**src/rtl/uart_rx.sv**
```systemverilog
// ---------------------------------------------------------------------------
// uart_rx - 16x oversampling UART receiver (start bit, DBIT data bits sent
// LSB first, stop bit of SB_TICK ticks).
//
// Ports
//   clk           system clock, all logic on the rising edge
//   reset         synchronous active-low reset (0 = reset)
//   rx            asynchronous serial line, idle high
//   s_tick        oversampling strobe, one clk wide, 16 per bit period
//   rx_done_tick  one-clk pulse when a frame completes
//   dout          last received byte, held until the next completion
//   frame_err     stop bit was sampled low on the last completed frame
//   busy          receiver is somewhere inside a frame (FSM not IDLE)
// ---------------------------------------------------------------------------
module uart_rx #(
    parameter int DBIT    = 8,
    parameter int SB_TICK = 16
) (
    input  logic            clk,
    input  logic            reset,
    input  logic            rx,
    input  logic            s_tick,
    output logic            rx_done_tick,
    output logic [DBIT-1:0] dout,
    output logic            frame_err,
    output logic            busy
);

    // Tick counter must reach SB_TICK-1 in the stop bit and 15 in data bits.
    localparam int SW = $clog2(SB_TICK);
    localparam int NW = (DBIT > 1) ? $clog2(DBIT) : 1;

    localparam logic [SW-1:0] S_MID  = SW'(7);           // middle of start bit
    localparam logic [SW-1:0] S_BIT  = SW'(15);          // one full bit period
    localparam logic [SW-1:0] S_STOP = SW'(SB_TICK - 1); // end of stop sampling
    localparam logic [NW-1:0] N_LAST = NW'(DBIT - 1);

    typedef enum logic [1:0] {
        IDLE,
        START,
        DATA,
        STOP
    } state_t;

    state_t          state_reg, state_next;
    logic [SW-1:0]   s_reg, s_next;
    logic [NW-1:0]   n_reg, n_next;
    logic [DBIT-1:0] b_reg, b_next;
    logic            done_next;

    logic            rx_meta;
    logic            rx_s;

    // -----------------------------------------------------------------------
    // Two-flop synchronizer for the asynchronous serial line.
    // NOTE: both flops reset to 1 (the idle line level) so that leaving reset
    // can never look like a falling start edge.
    // -----------------------------------------------------------------------
    always_ff @(posedge clk) begin
        if (!reset) begin
            rx_meta <= 1'b1;
            rx_s    <= 1'b1;
        end else begin
            rx_meta <= rx;
            rx_s    <= rx_meta;
        end
    end

    // -----------------------------------------------------------------------
    // State and datapath registers, plus the registered outputs.
    // NOTE: sequential state uses non-blocking assignments only, so every
    // register samples the pre-edge value of everything it reads.
    // -----------------------------------------------------------------------
    always_ff @(posedge clk) begin
        if (!reset) begin
            state_reg    <= IDLE;
            s_reg        <= '0;
            n_reg        <= '0;
            b_reg        <= '0;
            rx_done_tick <= 1'b0;
            dout         <= '0;
            frame_err    <= 1'b0;
        end else begin
            state_reg    <= state_next;
            s_reg        <= s_next;
            n_reg        <= n_next;
            b_reg        <= b_next;
            rx_done_tick <= done_next;
            // dout/frame_err change on the same edge that raises rx_done_tick
            if (done_next) begin
                dout      <= b_reg;
                frame_err <= ~rx_s;
            end
        end
    end

    // -----------------------------------------------------------------------
    // Next-state logic. Counters move only on s_tick, except the clear when
    // a start edge is first seen in IDLE.
    // NOTE: every variable gets its hold value first, so no path through the
    // case statement can infer a latch.
    // -----------------------------------------------------------------------
    always_comb begin
        state_next = state_reg;
        s_next     = s_reg;
        n_next     = n_reg;
        b_next     = b_reg;
        done_next  = 1'b0;

        case (state_reg)
            IDLE: begin
                if (!rx_s) begin
                    state_next = START;
                    s_next     = '0;
                end
            end

            START: begin
                if (s_tick) begin
                    if (s_reg == S_MID) begin
                        if (!rx_s) begin
                            state_next = DATA;
                            s_next     = '0;
                            n_next     = '0;
                        end else begin
                            // Line went back high before mid start bit: glitch.
                            state_next = IDLE;
                        end
                    end else begin
                        s_next = s_reg + 1'b1;
                    end
                end
            end

            DATA: begin
                if (s_tick) begin
                    if (s_reg == S_BIT) begin
                        s_next = '0;
                        b_next = {rx_s, b_reg[DBIT-1:1]};
                        if (n_reg == N_LAST) begin
                            state_next = STOP;
                        end else begin
                            n_next = n_reg + 1'b1;
                        end
                    end else begin
                        s_next = s_reg + 1'b1;
                    end
                end
            end

            STOP: begin
                if (s_tick) begin
                    if (s_reg == S_STOP) begin
                        state_next = IDLE;
                        done_next  = 1'b1;
                    end else begin
                        s_next = s_reg + 1'b1;
                    end
                end
            end

            default: begin
                state_next = IDLE;
            end
        endcase
    end

    assign busy = (state_reg != IDLE);

endmodule

```
**config.mk**
```make
export PLATFORM = sky130hd
export DESIGN_NAME = uart_rx
export DESIGN_NICKNAME = d
export VERILOG_FILES = /design/src/rtl/uart_rx.sv
export SDC_FILE = /design/constraint.sdc
export NUM_CORES = 1
export LEC_CHECK = 0
export ABC_AREA = 1
export BUFFER_PORTS_ARGS = -buffer_cell sky130_fd_sc_hd__buf_2
export CORE_UTILIZATION = 50
export DETAILED_ROUTE_END_ITERATION = 10
export PLACE_DENSITY_LB_ADDON = 0.15
export SETUP_SLACK_MARGIN = 0.5
export SYNTH_ARGS = -nofsm -noshare
export SYNTH_HDL_FRONTEND = slang
export SYNTH_SLANG_ARGS = --single-unit
```
**constraint.sdc**
```tcl
create_clock -name clk -period 1.75 [get_ports clk]
set_clock_uncertainty 0.15 [all_clocks]
set_input_delay 0.175 -clock clk [delete_from_list [all_inputs] [get_ports clk]]
set_output_delay 0.175 -clock clk [all_outputs]
set_load 0.02 [all_outputs]
```
### Yosys cells after proc, flatten, opt, wreduce, memory -nomap -nowiden

Index checks and enable logic that the tools add are counted.

| word-level totals | value |
|---|---|
| word-level logic and storage cells | 64 |
| register bits after elaboration | 29 |

| cells by class | value |
|---|---|
| add/sub/neg operators | 2 |
| equal/unequal tests | 17 |
| bitwise operators | 1 |
| reduce and logical (&&, ||, !) cells | 7 |
| mux-type cells | 28 |

Operator list:

| operator | count |
|---|---|
| two-way mux 4 bit | 7 |
| inequality test 2 bit, second input constant | 11 |
| two-way mux 2 bit | 9 |
| two-way mux 3 bit | 6 |
| case mux 4 bit (4 select lines) | 1 |
| case mux 2 bit (4 select lines) | 1 |
| AND reduction 8 bit | 1 |
| AND reduction 7 bit | 1 |
| case mux 3 bit (2 select lines) | 1 |
| adder 4 x 1 -> 4 bit, second input constant | 1 |
| equality test 2 bit, second input constant | 2 |
| equality test 4 x 3 -> 1 bit, second input constant | 1 |
| equality test 4 bit, second input constant | 1 |
| AND reduction 4 bit | 1 |
| nonzero test 2 bit | 2 |
| adder 3 x 1 -> 3 bit, second input constant | 1 |
| equality test 3 bit, second input constant | 1 |
| two-way mux 1 bit | 3 |
| AND reduction 3 bit | 1 |
| equality test 2 x 1 -> 1 bit, second input constant | 1 |
| logical NOT 2 bit | 1 |
| NOT 1 bit | 1 |

### Depth between registers and ports, before layout

Gate-level depths: netlist of run 1.

| logic depth | value |
|---|---|
| word-level depth | 5 |
| gate-level depth with buffers | 10 |
| mapped depth without buffers | 10 |

### Worst setup path after synthesis of run 1

Ideal clock, no wire load.

| path | value |
|---|---|
| kind | register to register |
| start point | register n_reg[0] |
| end point | register n_reg[0] |
| data required time | 1.487 ns |
| library setup time | 0.113 ns |
| stages on the path, launching flop included | 11 |
| setup slack | 0.205 ns |
| arrival time | 1.282 ns |
| clock period less this slack | 1.545 ns |
| path through | dfxtp_1 -> ha_1 -> ha_1 -> inv_1 -> nand3_1 -> nand2_1 -> nand3_1 -> nor2_1 -> nand2_1 -> nand2_1 -> nor2_1 |

| between the ends | value |
|---|---|
| longest elaborated chain between the ends | 5 |

RTL lines:

| item | RTL line | RTL |
|---|---|---|
| start, declared | 47 | `logic [NW-1:0] n_reg, n_next;` |
| start signal, assigned | 86 | `n_reg <= n_next;` |
| adder 3 x 1 -> 3 bit | 143 | `n_next = n_reg + 1'b1;` |
| two-way mux 3 bit | 140 | `if (n_reg == N_LAST) begin` |
| two-way mux 3 bit | 137 | `if (s_reg == S_BIT) begin` |
| two-way mux 3 bit | 136 | `if (s_tick) begin` |
| case mux 3 bit (2 select lines) | 110 | `case (state_reg)` |

Several ways; a longest one is shown, not always the timed one. The select of a mux whose other input is x is not followed.
A chain may end at the register's enable or synchronous reset.

==> parameters.txt, run 1 <==
Parameter                              Value

Floorplan
  Starting density of the core    54.6%
  Chip width    just over 50 um
  Height of the die    just over 50 um
  Placeable core area    0.00228 mm2
  Total number of placement rows    17
  I/O Pins    15
  Die area    0.00269 mm2

Detailed routing
  Initial detailed-routing violation count    21
  Routed length per instance    13.2 um
  Highest metal layer used by the detailed router    met4
  Total routed wirelength    between 3000 and 4000 um
  Routed wire length on met2    between 1500 and 2000 um
  Number of iterations in the first detailed-routing pass    4
  Remaining number of nets flagged by the antenna check after routing    0
  DRC Markers    0
  Vias after detailed routing    1,234
  M1 wire length    1360 um
  Routed via count divided by cell count    around 5.2
  Routed wire length on met3    between 150 and 200 um

Timing
  Final slew viol count    0
  Fmax    roughly 0.65 GHz
  Slew at the pin with the worst max-slew slack    253 ps
  Final setup violating endpoints    0
  Worst hold margin    ~110 ps
  Tightest slew margin relative to the limit    between 80% and 90%
  Final Critical Period    ~1500 ps
  Worst path setup slack after routing    roughly 220 ps
  Total Neg Setup Slack    0 ps
  Fraction of the cycle the final worst path needs    between 80% and 90%
  Setup repair after global routing missed its margin    yes
  Number of endpoints with negative hold slack in the final report    0

Logic synthesis
  Unique masters post-synth    21
  Sequential share of the synthesized area    a little under half
  Synth Instances    between 150 and 200
  Average cell area after synthesis    7.23 um2
  Flops & latches, synth    29
  Nets in the synthesized netlist    179
  Synth warn    0
  Summed instance area of the synthesized netlist    approximately 0.0012 mm2

GRT
  Number of global-route vias before repair    approximately 1,100
  GRT Resource Usage Total    approximately 26%
  Number of antenna violations at the first check in global routing    0
  Wire length of the first global-routing pass    slightly below 5000 um
  GRT Residual Overflow    0
  Maximum number of pins on one net before global-route repair    23

Clocking
  TritonCTS clock tree    built
  H-tree Lvls    2
  Maximum root-to-sink buffer count    2
  Num CTS Buffers    5
  Reg clk slew, reported paths    about 90 ps
  Root Buffer Master    sky130_fd_sc_hd__clkbuf_4
  Clock sinks    29
  Source-to-sink clock delay at the later pin of the worst-skew pair    roughly 330 ps

Worst setup path
  Worst path top cell family by delay    simple AND/OR/NAND/NOR gates
  Crit path buf inv count    0
  Cell type of the slowest stage on the worst timing path    sky130_fd_sc_hd__dfxtp_2
  Type of the worst setup path    reg -> reg
  Worst setup EP type    flop
  Arrival time of the worst setup path    around 1600 ps
  CP cell instances    ha_4 > nand3_4 > nand2_1 > nand2_1 > nor2_2 > nand2_1 > nand2_1 > a21oi_1
  CP max stage delay    roughly 360 ps
  Setup slack of the worst register-to-register path    roughly 220 ps
  Crit-path max FO    4
  Library cell appearing most often on the critical path    sky130_fd_sc_hd__nand2_1
  Worst Setup Start Kind    flop
  Req. time, crit path    roughly 1800 ps

Placement
  Port bufs    14
  Sum of net half-perimeters after detailed placement    1780 um
  Routability Congestion    between 0.7 and 0.8
  Placement Setup Slack    around 180 ps

Min path
  Kind of path behind the tightest hold check    in -> reg

Final layout
  Area growth from synthesis to layout    37.8%
  Final net count    approximately 210
  Number of diodes added for antenna fixing    0
  Fraction of final layout cells sized beyond drive strength 1    between 30% and 40%
  Fill cell instance count of the final layout    176

Pwr
  Reported leakage power    between 0.7 and 0.8 nW
  Ratio of total power to cell area    around 950 mW/mm2
  Worst vdd ir    787 uV

Status
  Result of the run    finished clean

Run
  Max-cap violation count    0
layout by cell type, fill, tap and decap left out, drive strengths merged:
cell type    instances
dlygate4sd3          2
or2                  3
nor2                48
inv                 13
xor2                 1
a31oi                1
nand2               35
buf                 27
o21ai               19
nand3               11
nor3                 1
bufinv               1
clkbuf               7
dfxtp               29
ha                   3
a21oi                7
synth_stat cells (all sizes together):
| library cell | number | area share [%] |
|---|---|---|
| clkbuf | 2 | 0.60 |
| ha | 3 | 3.0 |
| inv | 11 | 3.3 |
| buf | 1 | 0.91 |
| a31oi | 1 | 0.50 |
| clkinv | 1 | 0.40 |
| or2 | 3 | 1.5 |
| nor2 | 48 | 15 |
| nand3 | 11 | 4.8 |
| nand2 | 34 | 10 |
| dfxtp | 29 | 47 |
| nor3 | 1 | 1.3 |
| a21oi | 7 | 2.8 |
| xor2 | 1 | 0.70 |
| o21ai | 19 | 7.6 |
power by group:
group	switching, mW	total (mW)	internal [mW]
registers	0.0463	0.743	0.697
logic	0.174	0.301	0.127
clock network	0.244	0.585	0.341
total	0.464	1.63	1.16
per-layer routing:
layer / vias to the layer above / global-route usage (%)
met2: 38 / 41.5
met1: 567 / 29.2
met4: 0 / 14.0
met5: - / 0
met3: 2 / 9.94
li1: 627 / -
area by class of cell:
class                           count  area [um2]  share of cell area [%]
Sequential cell                    29         594                    34.7
Clock inverter                      1        30.0                    1.75
Timing Repair Buffer               29         205                    12.0
Inverter                           12        57.6                    3.36
Clock buffer                        7        55.1                    3.21
Timing Repair inverter              1        6.26                   0.365
Tap cell                           28        35.0                    2.04
Multi-Input combinational cell    129         731                    42.6
path summary, 6_finish.rpt:
path | cells past startpoint | to | start
worst max-delay path | 8 | flop | s_reg[0]
worst min-delay path | 4 | rx_done_tick | s_tick
worst max register to register | 8 | flop | s_reg[0]
worst min register to register | 1 | rx_s | rx_meta
metrics by stage:
step | cell area (um2) | cells | utilization, % | total power [mW]
after floorplan | 1330 | 172 | - | 0.934
after global placement | 1420 | 212 | 62.4 | 0.968
after detailed placement | 1420 | 212 | 62.4 | 0.976
after CTS | 1650 | 232 | 72.5 | 1.61
after global routing | 1710 | 236 | 75.3 | 1.71
final | 1710 | 236 | 75.3 | 1.63
what timing repair did:
action	CTS	global route
cloned	1	1
pin swaps	6	13
hold buffers	2	0
hold endpoints to repair	2	0
resized for setup	15	10
setup buffers	9	3
endpoints found under the setup margin	28	28
tightest hold or removal path: cells and delay by family:
family	cells	cell delay, ps
buffers and inverters	2	250
and+or+nand+nor	2	130
logic make-up (layout without fill, tap and decap cells):
logic type / Yosys count / in the layout / share of synthesized area [%]
and+or+nand+nor: 97 / 98 / 33.4
DFF: 29 / 29 / 46.7
AOI/OAI and AO/OA: 27 / 27 / 11.0
buffers and inverters: 15 / 50 / 5.23
adders and majority gates: 3 / 3 / 3.02
xor gates and xnor gates: 1 / 1 / 0.704
(Power assumes the default switching activity.)
==> run 2, diff against run 1 <==
Settings changed: GPL_TIMING_DRIVEN set to 0, PLACE_DENSITY set to 0.7, PLACE_DENSITY_LB_ADDON 0.15 to not set.
==> run 2 against run 1 <==
  * The run now ends with hold timing left
  * Register-to-register slack worse by 30 ps
  * Maximum frequency is 1.9% lower
  * Clock-buffer cell count is 1 higher
  * Total power down 3.0%
  * Via count decreased by 4.0%
  * First-iteration DRC count increased by 95%
  * Largest power group unchanged
  * Highest routed layer unchanged
==> parameters.txt, run 2 (synthesis gave the netlist of run 1 again) <==
Parameter                              Value

Status
  Result of the run    finished, violations left
  Failing checks    hold timing

Pwr
  Reported leakage power    roughly 0.76 nW
  Share of power burned in combinational logic    approximately a fifth
  Int Pwr    1.12 mW
  Worst vdd ir    740 uV
  Sw power    between 0.4 and 0.5 mW
  Seq pwr share    a little under half
  Relative contribution of the clock network to total power    between 30 and 40%
  Post-route total power    between 1.5 and 2 mW
  Share of total power consumed by net switching    ~29%
  Ratio of total power to cell area    slightly above 900 mW/mm2

Timing
  Worst path setup slack after routing    ~190 ps
  Final Critical Period    1560 ps
  Final setup violating endpoints    0
  Fmax    ~0.64 GHz
  Total Neg Setup Slack    0 ps
  Tightest slew margin relative to the limit    65.8%
  Final slew viol count    0
  Fraction of the cycle the final worst path needs    88.9%
  Number of endpoints with negative hold slack in the final report    2
  Setup repair after global routing missed its margin    yes
  Worst hold margin    -41.9 ps
  Slew at the pin with the worst max-slew slack    513 ps

Floorplan
  I/O Pins    15
  Total number of placement rows    17
  Placeable core area    roughly 0.0023 mm2
  Height of the die    approximately 52 um
  Die area    ~0.0027 mm2
  Starting density of the core    about 55%
  Chip width    a little over 50 um

Clocking
  Root Buffer Master    sky130_fd_sc_hd__clkbuf_4
  Source-to-sink clock delay at the later pin of the worst-skew pair    ~340 ps
  TritonCTS clock tree    built
  H-tree Lvls    2
  Maximum root-to-sink buffer count    2
  Count of hold-fix buffers inserted at cts    1
  Num CTS Buffers    5
  Reg clk slew, reported paths    about 100 ps
  Clock sinks    29

Final layout
  Leading cell type in the layout, fill and taps excluded    sky130_fd_sc_hd__nor2_1
  Fraction of final layout cells sized beyond drive strength 1    between 30% and 40%
  Finished Core Util    75.8%
  Commonest cells after routing, fill and taps aside    sky130_fd_sc_hd__nor2_1 (37), sky130_fd_sc_hd__nand2_1 (29), sky130_fd_sc_hd__dfxtp_1 (23)
  Post-layout instance area    0.00173 mm2
  Number of diodes added for antenna fixing    0
  Final net count    around 210
  Area growth from synthesis to layout    38.7%
  Post-route insts no fill    about 240

Worst setup path
  R2R depth    7
  Req. time, crit path    roughly 1900 ps
  Setup slack of the worst register-to-register path    around 190 ps
  Arrival time of the worst setup path    around 1700 ps
  Crit-path max FO    7
  Type of the worst setup path    reg -> reg
  End of the worst register-to-register path    b_reg[0]
  Worst Setup Start Kind    flop
  Worst setup EP type    flop

Placement
  Placement Setup Slack    roughly 160 ps
  Port bufs    14
  Total cell area at the placement stage    0.00143 mm2
  Cell count after placement    roughly 210
  Routability Congestion    between 0.7 and 0.8
  Sum of net half-perimeters after detailed placement    ~1700 um

Min path
  Kind of path behind the tightest hold check    in -> reg
  WHS Path Cells    3
  Hold Startpoint    reset
  Hold path endpoint    frame_err

Detailed routing
  Number of iterations in the first detailed-routing pass    4
  Routed via count divided by cell count    just over 5
  Routed length per instance    around 13 um
  Initial detailed-routing violation count    a little over 40
  DRC Markers    0
  Remaining number of nets flagged by the antenna check after routing    0
  Total routed wirelength    about 3000 um
  Vias after detailed routing    roughly 1,200

GRT
  Number of global-route vias before repair    approximately 1,100
  Number of antenna violations at the first check in global routing    0
  GRT Resource Usage Total    25.5%
  GRT Residual Overflow    0
  Maximum number of pins on one net before global-route repair    11
  Wire length of the first global-routing pass    4870 um

Run
  Max-cap violation count    0
[run 2: changes by cell type in the layout (fill, tap and decap cells not counted), moves of 3 or more]
cell,delta
sky130_fd_sc_hd__o21ai_2,+5
sky130_fd_sc_hd__o21ai_1,-3
sky130_fd_sc_hd__buf_4,-4
sky130_fd_sc_hd__nor2_1,-3
sky130_fd_sc_hd__inv_4,-3
[run 2: how the worst max path moves through the flow]
stage	start	end	slack [ps]	cells past startpoint
floorplan	n_reg[0]	n_reg[0]	310	10
global placement	flop	b_reg[2]	170	7
detailed placement	flop	b_reg[4]	160	7
CTS	n_reg[0]	n_reg[1]	270	10
global route	flop	b_reg[0]	80	7
finish	flop	b_reg[0]	190	7
[run 2: area by class of cell]
class                           count  area [um2]
Buffer                              3        18.8
Clock buffer                        8        80.1
Fill cell                         167         551
Inverter                           12        57.6
Multi-Input combinational cell    129         758
Sequential cell                    29         591
Tap cell                           28        35.0
Timing Repair Buffer               25         176
Timing Repair inverter              1        8.76
[run 2: what timing repair did]
item	in CTS	in global routing
gates resized for setup	24	11
gates cloned	2	0
buffers inserted	8	2
pin swaps	20	3
setup endpoints to repair	27	28
hold endpoints to repair	3	2
[run 2: power by group through the flow]
stage,Combinational [mW],Sequential [mW],Clock [mW]
final,0.328,0.727,0.525
after floorplan,0.197,0.736,0
after detailed placement,0.242,0.742,0
after CTS,0.311,0.726,0.532
after global routing,0.369,0.731,0.559
after global placement,0.234,0.740,0
[run 2: critical path, stage by stage (launching register included)]
cell	delay, ps
sky130_fd_sc_hd__dfxtp_4	410
sky130_fd_sc_hd__inv_2	80
sky130_fd_sc_hd__nor2_4	160
sky130_fd_sc_hd__inv_2	60
sky130_fd_sc_hd__nor3_4	190
sky130_fd_sc_hd__buf_4	180
sky130_fd_sc_hd__o21ai_0	100
sky130_fd_sc_hd__nor2_1	150
[run 2: layer usage]
layer | wire (um) | track usage (%)
met1 | 1370 | 31.4
met2 | 1410 | 40.6
met3 | 189 | 9.06
met4 | 29 | 9.46
met5 | 0 | 0
